$ cat src/rtl/alu_writeback_buffer.sv
`default_nettype none
// ============================================================================
// Module  : alu_writeback_buffer
// Purpose : Sits directly behind the ALU. Captures each ALU result, turns a
//           branch-on-zero into a one-cycle taken pulse with its target, and
//           queues register writes in a small FIFO that drains into the
//           register-file write port under valid/ready backpressure.
// Ports   : clk, rst              - clock, synchronous active-high reset
//           in_valid/in_ready     - ALU result handshake
//           in_result, in_zero    - ALU data_out and zero flag
//           in_rd, in_reg_write   - destination register and write enable
//           in_branch, in_target  - branch-on-zero flag and target address
//           flush                 - discard every queued entry
//           wb_valid/wb_ready     - register-file write handshake
//           wb_rd, wb_data        - head entry (zero when empty)
//           branch_taken/_target  - one-cycle taken pulse and its target
//           count                 - current FIFO occupancy
// Revision: 1.0 - initial release
// ============================================================================
module alu_writeback_buffer #(
   parameter int RISC_V_DATA_WIDTH = 32,
   parameter int REG_ADDR_WIDTH    = 5,
   parameter int DEPTH             = 2
) (
   input  logic                         clk,
   input  logic                         rst,
   input  logic                         in_valid,
   output logic                         in_ready,
   input  logic [RISC_V_DATA_WIDTH-1:0] in_result,
   input  logic                         in_zero,
   input  logic [REG_ADDR_WIDTH-1:0]    in_rd,
   input  logic                         in_reg_write,
   input  logic                         in_branch,
   input  logic [RISC_V_DATA_WIDTH-1:0] in_target,
   input  logic                         flush,
   output logic                         wb_valid,
   input  logic                         wb_ready,
   output logic [REG_ADDR_WIDTH-1:0]    wb_rd,
   output logic [RISC_V_DATA_WIDTH-1:0] wb_data,
   output logic                         branch_taken,
   output logic [RISC_V_DATA_WIDTH-1:0] branch_target,
   output logic [$clog2(DEPTH):0]       count
);

   localparam int PW = $clog2(DEPTH);
   localparam int CW = PW + 1;
   localparam int EW = REG_ADDR_WIDTH + RISC_V_DATA_WIDTH;
   localparam logic [CW-1:0] C_DEPTH   = CW'(DEPTH);
   localparam logic [CW-1:0] C_CNT_ONE = CW'(1);
   localparam logic [PW-1:0] C_PTR_ONE = PW'(1);

   // Storage holds {rd, data}; not reset because the outputs are gated
   // by occupancy and never expose a stale slot.
   logic [EW-1:0]                mem_q [DEPTH];
   logic [PW-1:0]                wr_ptr_q, wr_ptr_d;
   logic [PW-1:0]                rd_ptr_q, rd_ptr_d;
   logic [CW-1:0]                count_q, count_d;
   logic                         branch_taken_q, branch_taken_d;
   logic [RISC_V_DATA_WIDTH-1:0] branch_target_q, branch_target_d;
   logic                         mem_we_d;

   logic                         w_ready;
   logic                         w_valid;
   logic                         w_accept;
   logic                         w_push;
   logic                         w_pop;
   logic [EW-1:0]                w_head;

   // Handshake flags derive only from registered occupancy, so in_ready
   // never depends combinationally on wb_ready or in_valid.
   assign w_ready = (count_q < C_DEPTH);
   assign w_valid = (count_q != '0);
   assign w_head  = mem_q[rd_ptr_q];

   always_comb begin
      w_accept        = in_valid & w_ready;
      // x0 writes and non-writing instructions are consumed but not queued.
      w_push          = w_accept & in_reg_write & (in_rd != '0);
      w_pop           = w_valid & wb_ready;
      wr_ptr_d        = wr_ptr_q;
      rd_ptr_d        = rd_ptr_q;
      count_d         = count_q;
      branch_taken_d  = 1'b0;
      branch_target_d = branch_target_q;
      mem_we_d        = 1'b0;

      if (flush) begin
         // Any push, pop or branch in the flush cycle is discarded.
         wr_ptr_d = '0;
         rd_ptr_d = '0;
         count_d  = '0;
      end else begin
         mem_we_d = w_push;
         if (w_push) begin
            wr_ptr_d = wr_ptr_q + C_PTR_ONE;
         end
         if (w_pop) begin
            rd_ptr_d = rd_ptr_q + C_PTR_ONE;
         end
         if (w_push && !w_pop) begin
            count_d = count_q + C_CNT_ONE;
         end else if (w_pop && !w_push) begin
            count_d = count_q - C_CNT_ONE;
         end
         // Branch resolves from the zero flag alone, never from the result.
         if (w_accept && in_branch && in_zero) begin
            branch_taken_d  = 1'b1;
            branch_target_d = in_target;
         end
      end
   end

   always_ff @(posedge clk) begin
      if (rst) begin
         wr_ptr_q        <= '0;
         rd_ptr_q        <= '0;
         count_q         <= '0;
         branch_taken_q  <= 1'b0;
         branch_target_q <= '0;
      end else begin
         wr_ptr_q        <= wr_ptr_d;
         rd_ptr_q        <= rd_ptr_d;
         count_q         <= count_d;
         branch_taken_q  <= branch_taken_d;
         branch_target_q <= branch_target_d;
      end
   end

   always_ff @(posedge clk) begin
      if (mem_we_d && !rst) begin
         mem_q[wr_ptr_q] <= {in_rd, in_result};
      end
   end

   assign in_ready      = w_ready;
   assign wb_valid      = w_valid;
   assign wb_rd         = w_valid ? w_head[EW-1 -: REG_ADDR_WIDTH] : '0;
   assign wb_data       = w_valid ? w_head[RISC_V_DATA_WIDTH-1:0] : '0;
   assign branch_taken  = branch_taken_q;
   assign branch_target = branch_target_q;
   assign count         = count_q;

endmodule
`default_nettype wire
$ cat config.mk
export PLATFORM = sky130hd
export DESIGN_NAME = alu_writeback_buffer
export DESIGN_NICKNAME = d
export VERILOG_FILES = /design/src/rtl/alu_writeback_buffer.sv
export SDC_FILE = /design/constraint.sdc
export NUM_CORES = 1
export LEC_CHECK = 0
export ABC_AREA = 1
export CORE_UTILIZATION = 55
export DETAILED_ROUTE_END_ITERATION = 10
export DONT_BUFFER_PORTS = 1
export PLACE_DENSITY = 0.7
export SLEW_MARGIN = 20
export SYNTH_ARGS = -nofsm -noshare
export SYNTH_HDL_FRONTEND = slang
export SYNTH_SLANG_ARGS = --single-unit
$ cat constraint.sdc
create_clock -name clk -period 9.9 [get_ports clk]
set_clock_uncertainty 0.1 [all_clocks]
set_input_delay 2.97 -clock clk [delete_from_list [all_inputs] [get_ports clk]]
set_output_delay 2.97 -clock clk [all_outputs]
set_load 0.02 [all_outputs]
; ---- Word level (Yosys, flattened, before mapping)
; Memories as Yosys holds them, arrays and structs flattened. A register that Yosys moved wholly into a read port is not among the register bits.
; Cells that the tools add are included.
; W data, S select, Z words.
[totals]
reg_bits = 37
ramBits = 74
in_bits = 77
out_inout_bits = 74
elab_cells = 39
mem_count = 1
[mem_list]
columns = memory, words, width, rd, rd_clocked_by_memory_dff, write_ports, line_no
row1 = mem_q, 2, 37, 1, 1, 1, 54  ; logic [EW-1:0] mem_q [DEPTH];
[op_classes]
add_sub_neg = 4
magnitude_cmp = 1
n_mux = 10
bitwise_logic = 5
n_reduce_logical = 13
[op_table]
columns = operator, count
row1 = $mux W32, 1
row2 = $mux W1, 6
row3 = $logic_and A1 B1 Y1, 5
row4 = $mux W5, 1
row5 = $reduce_bool A5 Y1, 1
row6 = $and A1 B1 Y1, 4
row7 = $mux W2, 2
row8 = $reduce_bool A2 Y1, 2
row9 = $logic_not A1 Y1, 3
row10 = $add A1 B1 Y1 const B, 2
row11 = $add A2 B1 Y2 const B, 1
row12 = $lt A2 B2 Y1 const B, 1
row13 = $reduce_and A2 Y1, 1
row14 = $reduce_or A2 Y1, 1
row15 = $sub A2 B1 Y2 const B, 1
row16 = $not A1 Y1, 1

; ---- Logic depth before layout (Yosys ltp)
[depth]
depth_word = 8
ltp_mapped = 11
depth_no_buf = 11

; ---- Least setup slack after synthesis
; OpenSTA, ideal clock, no wires.
[synth_path]
kind = in2reg
from = input port flush
to = memory mem_q[1][0] in the netlist's numbering, enable pin
setup_ps = 431
arrival_time_ps = 4853
t_required_ps = 9369
setup_slack_ps = 4516
path_stages = 3
n_path_buf = 0
path_cell_list = nor2_1 -> nand2_1 -> nor2_1
[synth_via]
elab_chain_len = 4
[synth_rtl]
columns = item, line_no
row1 = from (decl), 35  ; input logic flush,
row2 = $mux W1, 87  ; if (flush) begin
row3 = $logic_and A1 B1 Y1, 130  ; if (mem_we_d && !rst) begin
row4 = $mux W1, 130
row5 = $mux W1 (implied by the code), 131  ; mem_q[wr_ptr_q] <= {in_rd, in_result};
row6 = to (decl), 54
; Every way passes these cells.

==> impl_metrics.toml <==
[synthesis]
avgSynthCellArea_sq_um = 10.5
synth.most_common_cell = "nand2_1"
synth.ff_latch_count = 112
largest_family_of_logic_cells_by_synthesized_area = "simple AND/OR/NAND/NOR gates"
count_of_synthesis_stage_warnings_from_yosys = 0
async_reset_ff_share_pct = 0
ys_types = 19
ys_top_cells_by_count = "nand2_1, edfxtp_1, a21oi_1, nor2_1, dfxtp_1"
synth_compound_area_share_pct = 8.03
netlist_area_sq_um = 4490
postSynthNetCount = 504
synth_top_cell_area_share_pct = 49.5
synth-edff-count = 74
synth.area.mux_share_pct = 0
xor_xnor_fraction_of_synth_area_pct = 0
fraction_of_the_mapped_netlist_area_in_adder_cells_pct = 0.279
synthSimpleGateAreaFrac_pct = 19.8
synth_sequential_area_ratio_pct = 66.5
postSynth.topFlopCell = "edfxtp_1"
netlist_instances = 426
synth_area_leader_cell = "edfxtp_1"
post_synth_main_area_contributors = "edfxtp_1, dfxtp_1, nand2_1"

[min_path]
min_path_type = "flip-flop to flip-flop"

[final_layout]
layout-drive-gt1-share_pct = 5.97
postLayoutCoreUtil_pct = 60.0
fillCellCount = 646
post_layout_nonfiller_instances = 521
antenna-diode-count = 0
syn2layout_area_growth_pct = 4.38
final_nets = 492

[detailed_routing]
ant_nets = 0
vias_per_cell = 5.31
top_signal_layer_used = "met4"
drt_iter0_markers = 98
avgRoutedWirePerCell_um = 15.4
via_count = 2766
firstDrtPassIters = 4
wire_length_on_met1_mm = 3.28
routed_wirelength_mm = 8.02
met2_length_mm = 3.80
wl_met3_um = 785
drc_violations_left = 0

[sta]
min_period_ns = 5.34
layout_worst_path_cycle_share_pct = 54.0
setup_viol = 0
max_freq_mhz = 187
max-slew-margin-rel_pct = 28.9
finalHoldViolations = 0
rsz0062_at_grt = "no"
slew_viol_final = 0
finalSetupTns_ns = 0
final.hold.worst_slack_ns = 0.438
worst_slew_pin_tran_ns = 1.06

[global_routing]
grt_first_pass_wirelength_mm = 12.7
antenna_found_initial = 0
grt.overflow.total = 0
first_global_vias = 2583
grt_max_degree = 66
global_route.usage.total_pct = 19.5

[worst_setup_path]
worst-endpoint-arrival_ns = 2.27
worst_setup_path_start_kind = "flip-flop"
criticalPathCategory = "flip-flop to primary output"
worst_setup_path_end_kind = "primary output"
cp.required_ns = 6.83
worstPathMaxFanout = 37

[floorplanning]
die_height_um = 92.3
initial_core_util_pct = 57.5
placementRows = 32
floorplan.die_area_sq_um = 8530
io_pins = 151
core_sq_um = 7810
die_width_um = 92.3

[pwr]
post-layout-total-power_mw = 0.851
p_leak_nw = 1.68
power_density_nw_per_um2 = 182
ir_drop_v = 0.0000767

[job]
cap_viol_max_count = 0

[clocking]
ctsRootBufferMaster = "clkbuf_8"
clkTransAtPathRegs_ns = 0.10
cts_num_sinks = 112
cts_resized = 0
h-tree-depth = 3
post_cts_buffers = 0
cts_tree = "built"
cts_made_buffers = 9
cts_hold_repair.buffers = 0
clkLatencyLatePin_ns = 0.36
clock_path_buffers = 2

[placement]
gp_congestion = 0.767
post-place-cells = 505
place.port_buffers = 0
hpwl_mm = 5.20

[outcome]
run_status = "finished clean"
-- final timing paths --
kind                            startpoint            to  slack, ns  cells after the start
worst max register to register    count[1]  mem_q[1][31]       7.52                      4
worst min-delay path              rd_ptr_q      rd_ptr_q       0.44                      2
worst min register to register    rd_ptr_q      rd_ptr_q       0.44                      2
worst max-delay path             flip-flop   wb_data[12]       4.56                      4
-- registers in the layout (all words and copies together), names as in the netlist, named ones only --
name           count
rd_ptr_q           1
mem_q             74
wr_ptr_q           1
branch_target     32
count              2
branch_taken       1
-- critical path, stage by stage, from the launching register on --
cell	delay, ns
dfxtp_1	0.52
buf_4	0.32
inv_2	0.47
nand2_1	0.10
a21oi_1	0.50
-- layout by cell type (no fill, tap or decap), types with 2 or more instances in the layout --
master and instances:
edfxtp_1 74, nand2_1 119, nor2_4 3, nor2_1 39, dfxtp_1 38, nand3b_1 34, clkbuf_8 10, buf_4 5
a21oi_1 71, nand3_1 2, inv_1 12
-- power breakdown --
group / total, mW / leakage [nW] / switching (mW) / internal, mW
Sequential: 0.518 / 0.977 / 0.0117 / 0.507
Clock: 0.274 / 0.102 / 0.148 / 0.125
Combinational: 0.0587 / 0.602 / 0.0438 / 0.0149
-- metrics by stage --
stage	setup WS [ns]	area (sq um)
2_1_floorplan	4.52	4490
3_3_place_gp	4.97	4480
3_5_place_dp	4.90	4480
4_1_cts	4.49	4680
5_1_grt	4.31	4680
6_report	4.56	4680
-- layer usage --
metal,GRT usage [%],vias to the layer above
met5,0,-
met4,9.51,0
met3,6.73,10
met2,31.4,110
met1,23.3,1232
li1,-,1414
-- cell type report --
class / count / area, sq um / share of cell area [%]
inverters: 13 / 48.8 / 1.04
repair buffers: 5 / 37.5 / 0.801
flip-flops and latches: 112 / 2980 / 63.7
well taps: 102 / 128 / 2.72
clock inverters: 6 / 66.3 / 1.42
multi-input cells: 273 / 1280 / 27.4
clock buffers: 10 / 138 / 2.94
-- cell families (layout without fill, tap and decap cells) --
family,after synthesis,count (layout)
and+or+nand+nor,200,200
DFF,112,112
adders and majority gates,1,1
buffers and inverters,41,34
AOI/OAI and AO/OA,72,72
Power figures use the tool's default switching activity.
